## src/rtl/id_stage.sv

```systemverilog
// Instruction decode stage: register file with write-through bypass,
// branch/jump resolution, load-use hazard detection and the ID/EX register.
// Ports: i_clk/i_reset (async, active-low), i_enable (step/run)
//   i_instruction/i_pc from IF; i_wb_* write-back; i_ex_mem_read/i_ex_rt hazard
//   o_stall/o_pc_src/o_target combinational feedback to IF
//   o_* registered ID/EX bundle (data fields, decoded controls, o_halt)
module id_stage #(
  parameter int NB_INST = 32,
  parameter int NB_ADDR = 32,
  parameter int NB_REG  = 5
) (
  input  logic               i_clk,
  input  logic               i_reset,
  input  logic               i_enable,
  input  logic [NB_INST-1:0] i_instruction,
  input  logic [NB_ADDR-1:0] i_pc,
  input  logic               i_wb_write,
  input  logic [NB_REG-1:0]  i_wb_addr,
  input  logic [NB_INST-1:0] i_wb_data,
  input  logic               i_ex_mem_read,
  input  logic [NB_REG-1:0]  i_ex_rt,
  output logic               o_stall,
  output logic               o_pc_src,
  output logic [NB_ADDR-1:0] o_target,
  output logic [NB_INST-1:0] o_rs_data,
  output logic [NB_INST-1:0] o_rt_data,
  output logic [NB_INST-1:0] o_imm,
  output logic [NB_ADDR-1:0] o_pc,
  output logic [NB_REG-1:0]  o_rs,
  output logic [NB_REG-1:0]  o_rt,
  output logic [NB_REG-1:0]  o_rd,
  output logic [NB_REG-1:0]  o_shamt,
  output logic [5:0]         o_opcode,
  output logic [5:0]         o_funct,
  output logic               o_reg_write,
  output logic               o_mem_read,
  output logic               o_mem_write,
  output logic               o_mem_to_reg,
  output logic               o_alu_src,
  output logic               o_mem_unsigned,
  output logic               o_halt,
  output logic [1:0]         o_reg_dst,
  output logic [1:0]         o_mem_size
);

  localparam int DEPTH = 2**NB_REG;

  localparam logic [5:0] OP_R    = 6'h00;
  localparam logic [5:0] OP_J    = 6'h02;
  localparam logic [5:0] OP_JAL  = 6'h03;
  localparam logic [5:0] OP_BEQ  = 6'h04;
  localparam logic [5:0] OP_BNE  = 6'h05;
  localparam logic [5:0] OP_ADDI = 6'h08;
  localparam logic [5:0] OP_LUI  = 6'h0F;
  localparam logic [5:0] F_SLL   = 6'h00;
  localparam logic [5:0] F_JR    = 6'h08;
  localparam logic [5:0] F_JALR  = 6'h09;
  localparam logic [5:0] F_ADDU  = 6'h21;
  localparam logic [5:0] F_XOR   = 6'h26;

  typedef struct packed {
    logic [NB_INST-1:0] rs_data;
    logic [NB_INST-1:0] rt_data;
    logic [NB_INST-1:0] imm;
    logic [NB_ADDR-1:0] pc;
    logic [NB_REG-1:0]  rs;
    logic [NB_REG-1:0]  rt;
    logic [NB_REG-1:0]  rd;
    logic [NB_REG-1:0]  shamt;
    logic [5:0]         opcode;
    logic [5:0]         funct;
    logic               reg_write;
    logic               mem_read;
    logic               mem_write;
    logic               mem_to_reg;
    logic               alu_src;
    logic               mem_unsigned;
    logic               halt;
    logic [1:0]         reg_dst;
    logic [1:0]         mem_size;
  } id_ex_t;

  logic [NB_INST-1:0] rf [DEPTH];
  logic [NB_REG-1:0]  rs, rt;
  logic [5:0]         op, fn;
  logic [NB_INST-1:0] rs_val, rt_val, sx;
  logic [NB_ADDR-1:0] br_off;
  logic               we;
  logic               is_halt, is_r, is_ld, is_st;
  logic               valid, use_rs, use_rt;
  logic               beq, bne, jmp, jreg;
  logic               hazard, taken, live;
  logic [1:0]         size;
  id_ex_t             d, q;

  assign op = i_instruction[31:26];
  assign fn = i_instruction[5:0];
  assign rs = i_instruction[21 +: NB_REG];
  assign rt = i_instruction[16 +: NB_REG];
  assign sx = {{(NB_INST-16){i_instruction[15]}},
               i_instruction[15:0]};
  assign br_off = {{(NB_ADDR-16){i_instruction[15]}},
                   i_instruction[15:0]};

  assign is_halt = (i_instruction == '0);
  assign is_r    = (op == OP_R) && !is_halt;
  assign is_ld   = op inside {6'h20, 6'h21, 6'h23,
                              6'h24, 6'h25, 6'h27};
  assign is_st   = op inside {6'h28, 6'h29, 6'h2B};
  // op[1:0]: 00 byte, 01 half, 11 word
  assign size    = (op[1:0] == 2'b00) ? 2'd0 :
                   (op[1:0] == 2'b01) ? 2'd1 : 2'd2;

  assign we = i_enable && i_wb_write && (i_wb_addr != '0);

  assign rs_val = (rs == '0) ? '0 :
                  (we && i_wb_addr == rs) ? i_wb_data : rf[rs];
  assign rt_val = (rt == '0) ? '0 :
                  (we && i_wb_addr == rt) ? i_wb_data : rf[rt];

  always_ff @(posedge i_clk or negedge i_reset) begin
    if (!i_reset) begin
      for (int k = 0; k < DEPTH; k++) rf[k] <= '0;
    end else if (we) begin
      rf[i_wb_addr] <= i_wb_data;
    end
  end

  always_comb begin
    d         = '0;
    valid     = 1'b0;
    use_rs    = 1'b0;
    use_rt    = 1'b0;
    beq       = 1'b0;
    bne       = 1'b0;
    jmp       = 1'b0;
    jreg      = 1'b0;
    d.rs_data = rs_val;
    d.rt_data = rt_val;
    d.pc      = i_pc;
    d.rs      = rs;
    d.rt      = rt;
    d.rd      = i_instruction[11 +: NB_REG];
    d.shamt   = i_instruction[6 +: NB_REG];
    d.opcode  = op;
    d.funct   = fn;
    unique case (1'b1)
      is_halt: begin
        valid  = 1'b1;
        d.halt = 1'b1;
      end
      is_r: begin
        unique case (fn)
          F_ADDU, F_XOR, F_SLL, F_JALR: begin
            valid       = 1'b1;
            use_rs      = (fn != F_SLL);
            use_rt      = 1'b1;
            jreg        = (fn == F_JALR);
            d.reg_write = 1'b1;
            d.reg_dst   = 2'd1;
          end
          F_JR: begin
            valid  = 1'b1;
            use_rs = 1'b1;
            use_rt = 1'b1;
            jreg   = 1'b1;
          end
          default: ;
        endcase
      end
      is_ld: begin
        valid          = 1'b1;
        use_rs         = 1'b1;
        d.mem_read     = 1'b1;
        d.mem_to_reg   = 1'b1;
        d.reg_write    = 1'b1;
        d.alu_src      = 1'b1;
        d.mem_unsigned = op[2];
        d.mem_size     = size;
        d.imm          = sx;
      end
      is_st: begin
        valid       = 1'b1;
        use_rs      = 1'b1;
        use_rt      = 1'b1;
        d.mem_write = 1'b1;
        d.alu_src   = 1'b1;
        d.mem_size  = size;
        d.imm       = sx;
      end
      (op == OP_ADDI): begin
        valid       = 1'b1;
        use_rs      = 1'b1;
        d.reg_write = 1'b1;
        d.alu_src   = 1'b1;
        d.imm       = sx;
      end
      (op == OP_LUI): begin
        valid       = 1'b1;
        d.reg_write = 1'b1;
        d.alu_src   = 1'b1;
        d.imm       = {i_instruction[15:0],
                       {(NB_INST-16){1'b0}}};
      end
      (op == OP_BEQ || op == OP_BNE): begin
        valid  = 1'b1;
        use_rs = 1'b1;
        use_rt = 1'b1;
        beq    = (op == OP_BEQ);
        bne    = (op == OP_BNE);
        d.imm  = sx;
      end
      (op == OP_J || op == OP_JAL): begin
        valid       = 1'b1;
        jmp         = 1'b1;
        d.reg_write = (op == OP_JAL);
        d.reg_dst   = (op == OP_JAL) ? 2'd2 : 2'd0;
      end
      default: ;
    endcase
  end

  assign hazard = i_ex_mem_read && (i_ex_rt != '0) &&
                  ((use_rs && i_ex_rt == rs) ||
                   (use_rt && i_ex_rt == rt));
  assign taken  = jmp || jreg ||
                  (beq && rs_val == rt_val) ||
                  (bne && rs_val != rt_val);
  // feedback is forced low during reset and while paused
  assign live     = i_reset && i_enable;
  assign o_stall  = live && hazard;
  assign o_pc_src = live && !hazard && taken;

  always_comb begin
    o_target = i_pc + br_off;
    if (jreg)
      o_target = NB_ADDR'(rs_val);
    else if (jmp)
      o_target = {i_pc[NB_ADDR-1:26], i_instruction[25:0]};
    if (!i_reset) o_target = '0;
  end

  always_ff @(posedge i_clk or negedge i_reset) begin
    if (!i_reset)
      q <= '0;
    else if (i_enable)
      q <= (valid && !hazard) ? d : '0;
  end

  assign o_rs_data      = q.rs_data;
  assign o_rt_data      = q.rt_data;
  assign o_imm          = q.imm;
  assign o_pc           = q.pc;
  assign o_rs           = q.rs;
  assign o_rt           = q.rt;
  assign o_rd           = q.rd;
  assign o_shamt        = q.shamt;
  assign o_opcode       = q.opcode;
  assign o_funct        = q.funct;
  assign o_reg_write    = q.reg_write;
  assign o_mem_read     = q.mem_read;
  assign o_mem_write    = q.mem_write;
  assign o_mem_to_reg   = q.mem_to_reg;
  assign o_alu_src      = q.alu_src;
  assign o_mem_unsigned = q.mem_unsigned;
  assign o_halt         = q.halt;
  assign o_reg_dst      = q.reg_dst;
  assign o_mem_size     = q.mem_size;

endmodule

```

## config.mk

```make
export PLATFORM = sky130hd
export DESIGN_NAME = id_stage
export DESIGN_NICKNAME = d
export VERILOG_FILES = /design/src/rtl/id_stage.sv
export SDC_FILE = /design/constraint.sdc
export NUM_CORES = 2
export LEC_CHECK = 0
export ABC_CLOCK_PERIOD_IN_PS = 5270
export CAP_MARGIN = 0
export CORE_MARGIN = 2
export CORE_UTILIZATION = 30
export DETAILED_ROUTE_END_ITERATION = 6
export PLACE_DENSITY = 0.59
export SETUP_SLACK_MARGIN = 0.1
export SYNTH_ARGS = -nofsm -noshare
export SYNTH_HDL_FRONTEND = slang
export SYNTH_SLANG_ARGS = --single-unit
```

## constraint.sdc

```tcl
create_clock -name i_clk -period 5.27 [get_ports i_clk]
set_input_delay 1.054 -clock i_clk [delete_from_list [all_inputs] [get_ports i_clk]]
set_output_delay 1.054 -clock i_clk [all_outputs]
set_load 0.1 [all_outputs]
```

==> Yosys cells after proc, flatten, opt, wreduce, memory -nomap -nowiden <==
Index checks and enable logic that the tools add are counted.
{ "totals": {"regBits": 1195, "inputBits": 111, "output_inout_bits": 205, "wordCells": 170} }
{ "op_classes": {"add_sub_neg": 1, "n_lt_le_gt_ge": 4, "eq_ne": 26, "n_mux": 41, "bitwise_logic": 3, "n_reduce_logical": 44} }
{ "ops": {"columns": ["operator", "count"], "rows": [
  ["$bwmux W1024", 1],
  ["$mux W32", 12],
  ["$bmux W32 S5", 2],
  ["$mux W171", 1],
  ["$demux W32 S5", 1],
  ["$eq A6 B6 Y1 const B", 11],
  ["$pmux W32 S2", 1],
  ["$add A32 B32 Y32", 1],
  ["$eq A32 B32 Y1", 1],
  ["$logic_not A32 Y1", 1],
  ["$ne A32 B32 Y1", 1],
  ["$eq A6 B4 Y1 const B", 4],
  ["$eq A5 B5 Y1", 4],
  ["$ge A6 B6 Y1 const B", 3],
  ["$not A5 Y6", 3],
  ["$logic_and A1 B1 Y1", 17],
  ["$eq A6 B2 Y1 const B", 2],
  ["$eq A6 B3 Y1 const B", 2],
  ["$logic_not A6 Y1", 2],
  ["$mux W1", 12],
  ["$reduce_bool A6 Y1", 2],
  ["$reduce_or A4 Y1", 3],
  ["$logic_not A5 Y1", 2],
  ["$pmux W1 S2", 5],
  ["other kinds (14)", 25]
]} }

==> Longest topological paths before layout <==
{ "depth": {"word_depth": 11, "depth_mapped": 17, "depth_no_buf": 13} }

==> Worst setup path after synthesis <==
OpenSTA, ideal clock, no wires.
{ "synth_path": {"path_type": "input to output", "startpoint": "input port i_instruction[0]", "endpoint": "output port o_target[30]", "arrival_time_ns": 5.763, "t_required_ns": 4.216, "setup_slack_ns": -1.547, "path_stages": 13, "path_buffers": 0, "cell_sequence": "ha_1 > fa_1 > a21o_1 > a21oi_1 > o21bai_1 > a21oi_1 > o21ai_0 > a31oi_1 > nor4b_1 > o21ai_0 > a31oi_1 > mux2i_1 > a211oi_1"} }
{ "synth_via": {"elab_chain_len": 6} }
{ "synth_lines": {"columns": ["item", "line", "rtl"], "rows": [
  ["start: declaration", "15", "input logic [NB_INST-1:0] i_instruction,"],
  ["parallel branches: the longest is 4 deep, another holds $add A32 B32 Y32", null, null],
  ["$mux W32 *", "236", "if (jreg)"],
  ["$mux W32 *", "240", "if (!i_reset) o_target = '0;"],
  ["end: declaration", "24", "output logic [NB_ADDR-1:0] o_target,"]
]} }
Mark *: on every way between the ends.

==> Worst setup path after layout <==
{ "layout_path": {"startpoint": "input port i_instruction[16]", "endpoint": "output port o_pc_src"} }
{ "layout_via": {"elab_chain_len": 11} }
{ "layout_lines": {"columns": ["item", "line", "rtl"], "rows": [
  ["$not A5 Y6 (not written as such)", "119", "(we && i_wb_addr == rt) ? i_wb_data : rf[rt];"],
  ["$bmux W32 S5", "119", null],
  ["$mux W32 (not written as such) (2 in a row)", "119", null],
  ["$mux W32", "119", null],
  ["$mux W32", "118", "assign rt_val = (rt == '0) ? '0 :"],
  ["$eq A32 B32 Y1", "227", "(beq && rs_val == rt_val) ||"],
  ["$logic_and A1 B1 Y1", "227", null],
  ["$logic_or A1 B1 Y1", "226", "assign taken = jmp || jreg ||"],
  ["$logic_or A1 B1 Y1", "227", null],
  ["$logic_and A1 B1 Y1 *", "232", "assign o_pc_src = live && !hazard && taken;"],
  ["end: declaration", "23", "output logic o_pc_src,"]
]} }
Mark *: on every way between the ends. The rest lies on a longest branch, timed or not. The select of a mux whose other input is x is not followed.

==> results.md <==
- Max-cap violations in this run came to 0.
- The number of failing hold endpoints at the final stage was 0.
- The total track usage is 0.233.
- In this run the power density over the cells is approximately 330 nW/um^2.
- The number of DRC violations after detailed-routing iteration 0 is ~4.7k.
- The tree is rooted in a sky130_fd_sc_hd__clkbuf_16.
- Synthesis handed over a netlist of 4604 instances.
- Setup repair after global routing could not meet its margin everywhere.
- The endpoint class of the critical path is an output port.
- The clock insertion delay at the later pin of the skew report is 0.81 ns.
- Buffers inserted during clock tree synthesis total 141.
- The number of global-route vias before repair was 48.7k.
- The area growth from synthesis to layout is 30.4%.
- The data arrival at the endpoint of the critical path is a little under 5 ns.
- The total overflow reported by the global router is 0.
- CTS saw 1194 sinks.
- For the pin with the worst max-slew slack, the measured transition is 1.21 ns.
- In this run the worst path has a maximum fanout of 9.
- The mapped cell area is 64600 um^2.
- Of all flip-flops after synthesis, the portion carrying an async set or reset was 1.00.
- The number of input and output port buffers inserted is ~320.
- Summing over every cut layer, the via total after detailed routing is 48.5k.
- For this run, the leading register cell type out of synthesis is sky130_fd_sc_hd__dfrtp_1.
- The sequential element share of the synthesized area is 0.462.
- The power consumption is 27.8 mW.
- The clock period minus worst slack is approximately 6.0 ns.
- After detailed routing, the number of vias per cell comes to 5.77.
- Leaving out fill and tap cells, the most frequent cells in the layout are sky130_fd_sc_hd__dfrtp_1, sky130_fd_sc_hd__mux2_2, sky130_fd_sc_hd__buf_4, sky130_fd_sc_hd__mux4_2, sky130_fd_sc_hd__clkdlybuf4s50_1.
- In the final design database the tool counted 5611 nets.
- In this run the critical register-to-register path is captured at o_rt_data[24].
- The initialized floorplan defines 170 standard-cell rows.
- The post-layout instance area is 84300 um^2.
- The final-report max-slew violation count was 0.
- The library cell used most frequently in the layout, excluding fill and tap cells, is sky130_fd_sc_hd__dfrtp_1.
- The cell area reported after detailed placement is 77200 um^2.
- The final reports fail on setup timing.
- TritonCTS built the clock tree.
- The total half-perimeter wirelength after legalization and detailed placement is ~180000 um.
- The unique cell type count in the Yosys netlist is 87.
- The maximum clock rate is between 150 and 200 MHz.
- Measured in cells, the most critical reg-to-reg path has a length of 15.
- For this design the static power due to leakage is 37.1 nW.
- The run finished, with violations left.
- The placer congestion estimate is approximately 0.96.
- The number of fill cells is 19.9k.
- In this run the worst hold path is classified as in2async.
- The number of failing setup endpoints in the final timing report is 1.
- The floorplan step defined a die boundary enclosing 219000 um^2.
- The placeable core region is 214000 um^2.
- The maximum number of pins on one net before global-route repair is 187.
- The number of ports placed on the die boundary is 316.
- The H-tree depth is 4.
- Summed over all layers, the routed wires come to around 260000 um.
- The global-route wire length before repair is between 300000 and 400000 um.
- STA classifies the critical path startpoint as an input pin.
- The worst path required time is 4.22 ns.
- Yosys printed 0 warnings.
- In this run the tightest slew margin relative to its limit is 0.194.
- The number of routed nets with antenna violations is 0.
- The die is 468 um tall.
- The number of nets in the synthesized netlist is 4747.
- In this run the register-to-register setup slack is 2.23 ns.
- After detailed routing, the average wire length per cell comes to ~31 um.
- The initial utilization of the core area, before any placement, comes to 0.301.
- The worst flop-to-flop path startpoint is rf[536].
- Once routing completed, OpenROAD measured the worst setup slack at -0.706 ns.
- The number of antenna violations at the first check in global routing is 12.
- The final standard cell utilization of the core is 0.393.
- The clock transition at the register clock pins on the worst setup and hold paths after CTS is about 0.05 ns.
- The number of iterations in the first detailed-routing pass is 5.
- Of the available clock period, the critical path in the final layout requires 1.13.
- The synthesized area per cell is 14.0 um^2.
- The number of synthesized register bits is roughly 1.2k.
- In the routed design, unresolved DRC markers number 0.
- The critical path class is in2out.
- From left edge to right edge, the die measures between 400 and 500 um.
- The count of flip-flops with a built-in enable after synthesis is 0.
- The count of hold buffers inserted by post-cts repair is 0.
- VDD sags by at most ~0.27 mV.
- In the final layout, the share of cells above drive strength 1 is 0.527.
- For the final database, setup skew stands at 0.0311 ns.
- The maximum count of clock buffers along a single path is 3.
through the flow:
stage / hold slack [ns] / setup TNS [ns] / setup slack, ns / cells
5_1_grt: 0.102 / -0.761 / -0.761 / 8415
3_3_place_gp: 0.376 / -12.91 / -1.32 / 8057
6_report: 0.112 / -0.706 / -0.706 / 8417
2_1_floorplan: 0.441 / -0.813 / -0.217 / 4604
3_5_place_dp: 0.382 / -13.58 / -1.40 / 8057
4_1_cts: 0.0832 / -0.633 / -0.633 / 8383
worst max-delay path, stage by stage:
cell	delay [ns]
sky130_fd_sc_hd__buf_16	0.17
sky130_fd_sc_hd__buf_12	0.17
sky130_fd_sc_hd__mux4_2	0.50
sky130_fd_sc_hd__mux4_2	0.62
sky130_fd_sc_hd__o211a_1	0.20
sky130_fd_sc_hd__a211oi_2	0.23
sky130_fd_sc_hd__buf_4	0.18
sky130_fd_sc_hd__xnor2_1	0.11
sky130_fd_sc_hd__nand2_1	0.08
sky130_fd_sc_hd__a21o_1	0.19
sky130_fd_sc_hd__nor4_2	0.27
sky130_fd_sc_hd__nand4_1	0.32
sky130_fd_sc_hd__buf_4	0.27
sky130_fd_sc_hd__mux2i_2	0.15
sky130_fd_sc_hd__a21o_4	0.21
sky130_fd_sc_hd__buf_12	0.17
area by class of cell:
class / instances / area, um^2 / area share
multi-input combinational: 2895 / 34100 / 0.405
sequential: 1194 / 29900 / 0.354
timing repair buffer: 1212 / 11900 / 0.142
clock buffer: 210 / 4220 / 0.0501
tap: 2838 / 3550 / 0.0421
clock inverter: 42 / 497 / 0.00589
inverter: 24 / 96.3 / 0.00114
antenna: 2 / 5.00 / 0.0000594
kinds of logic after synthesis:
logic type	synth area share
AO/OA/AOI/OAI	0.0745
buffers and inverters	0.0352
flip-flops	0.462
XOR/XNOR	0.00921
multiplexers	0.373
AND/OR/NAND/NOR	0.0391
adder cells (fa/ha/maj)	0.00631
worst max-delay path by stage:
stage,from,end
2_1_floorplan,i_wb_addr[1],o_target[10]
3_3_place_gp,i_wb_addr[4],o_pc_src
3_5_place_dp,i_wb_addr[4],o_pc_src
4_1_cts,i_wb_addr[4],o_pc_src
5_1_grt,i_instruction[21],o_pc_src
6_report,i_instruction[16],o_pc_src
synth_stat cells (6+ instances only):
cell type | n | area, um^2
sky130_fd_sc_hd__a22oi_1 | 55 | 413
sky130_fd_sc_hd__nand2_1 | 142 | 533
sky130_fd_sc_hd__or2_2 | 6 | 37.5
sky130_fd_sc_hd__buf_4 | 29 | 218
sky130_fd_sc_hd__o21a_1 | 12 | 90.1
sky130_fd_sc_hd__buf_1 | 42 | 158
sky130_fd_sc_hd__o211ai_1 | 12 | 90.1
sky130_fd_sc_hd__clkbuf_1 | 311 | 1170
sky130_fd_sc_hd__o21ai_0 | 76 | 380
sky130_fd_sc_hd__a31oi_1 | 16 | 100
sky130_fd_sc_hd__buf_6 | 16 | 180
sky130_fd_sc_hd__nor3_1 | 48 | 240
sky130_fd_sc_hd__nand3b_1 | 8 | 60.1
sky130_fd_sc_hd__a21o_1 | 31 | 233
sky130_fd_sc_hd__inv_1 | 23 | 86.3
sky130_fd_sc_hd__or4_1 | 7 | 52.6
sky130_fd_sc_hd__dfrtp_1 | 1194 | 29900
sky130_fd_sc_hd__nand4_1 | 8 | 50.1
sky130_fd_sc_hd__and2_1 | 9 | 56.3
sky130_fd_sc_hd__mux4_2 | 507 | 11400
sky130_fd_sc_hd__nor2_1 | 98 | 368
sky130_fd_sc_hd__and3_1 | 22 | 138
sky130_fd_sc_hd__xnor2_1 | 41 | 359
sky130_fd_sc_hd__nand2b_1 | 20 | 125
sky130_fd_sc_hd__mux2i_1 | 159 | 1590
sky130_fd_sc_hd__xor2_1 | 27 | 236
sky130_fd_sc_hd__ha_1 | 31 | 388
sky130_fd_sc_hd__nand3_1 | 33 | 165
sky130_fd_sc_hd__or3_1 | 16 | 100
sky130_fd_sc_hd__nor2b_1 | 35 | 219
sky130_fd_sc_hd__a221o_1 | 7 | 70.1
sky130_fd_sc_hd__a221oi_1 | 35 | 307
sky130_fd_sc_hd__nor3b_1 | 11 | 82.6
sky130_fd_sc_hd__a22o_1 | 107 | 937
sky130_fd_sc_hd__buf_2 | 93 | 465
sky130_fd_sc_hd__nor4_1 | 9 | 56.3
sky130_fd_sc_hd__a21oi_1 | 84 | 420
sky130_fd_sc_hd__mux2_2 | 988 | 11100
sky130_fd_sc_hd__a311oi_1 | 6 | 52.6
sky130_fd_sc_hd__a211oi_1 | 44 | 330
sky130_fd_sc_hd__o22ai_1 | 38 | 238
sky130_fd_sc_hd__o2bb2ai_1 | 55 | 482
metal layers:
metal | share of wire | up-vias | wire (um) | track usage
li1 | - | 19500 | - | -
met1 | 0.41 | 25900 | 107000 | 0.314
met2 | 0.44 | 2538 | 115000 | 0.351
met3 | 0.099 | 532 | 25700 | 0.0627
met4 | 0.047 | 10 | 12200 | 0.0982
met5 | 0.00027 | - | 70 | 0
flip-flops by register name, summed over array words and instances (netlist names), 2 cells and up:
register / count
rf: 1024
o_rd: 5
o_pc: 32
o_opcode: 6
o_funct: 6
o_rs_data: 32
o_reg_dst: 2
o_mem_size: 2
o_rs: 5
o_imm: 32
o_rt_data: 32
o_shamt: 5
o_rt: 5
report_power, final:
part	switching [mW]	internal, mW	total (mW)
Sequential	0.799	10.3	11.1
Clock	4.12	5.87	9.98
Combinational	3.51	3.22	6.73
Total	8.43	19.3	27.8
repair_timing:
item | CTS | global route
gates cloned | 6 | 1
buffers inserted | 68 | 31
resized for setup | 223 | 141
pin swaps | 65 | 66
endpoints found under the setup margin | 34 | 34
Power figures use the tool's default switching activity.
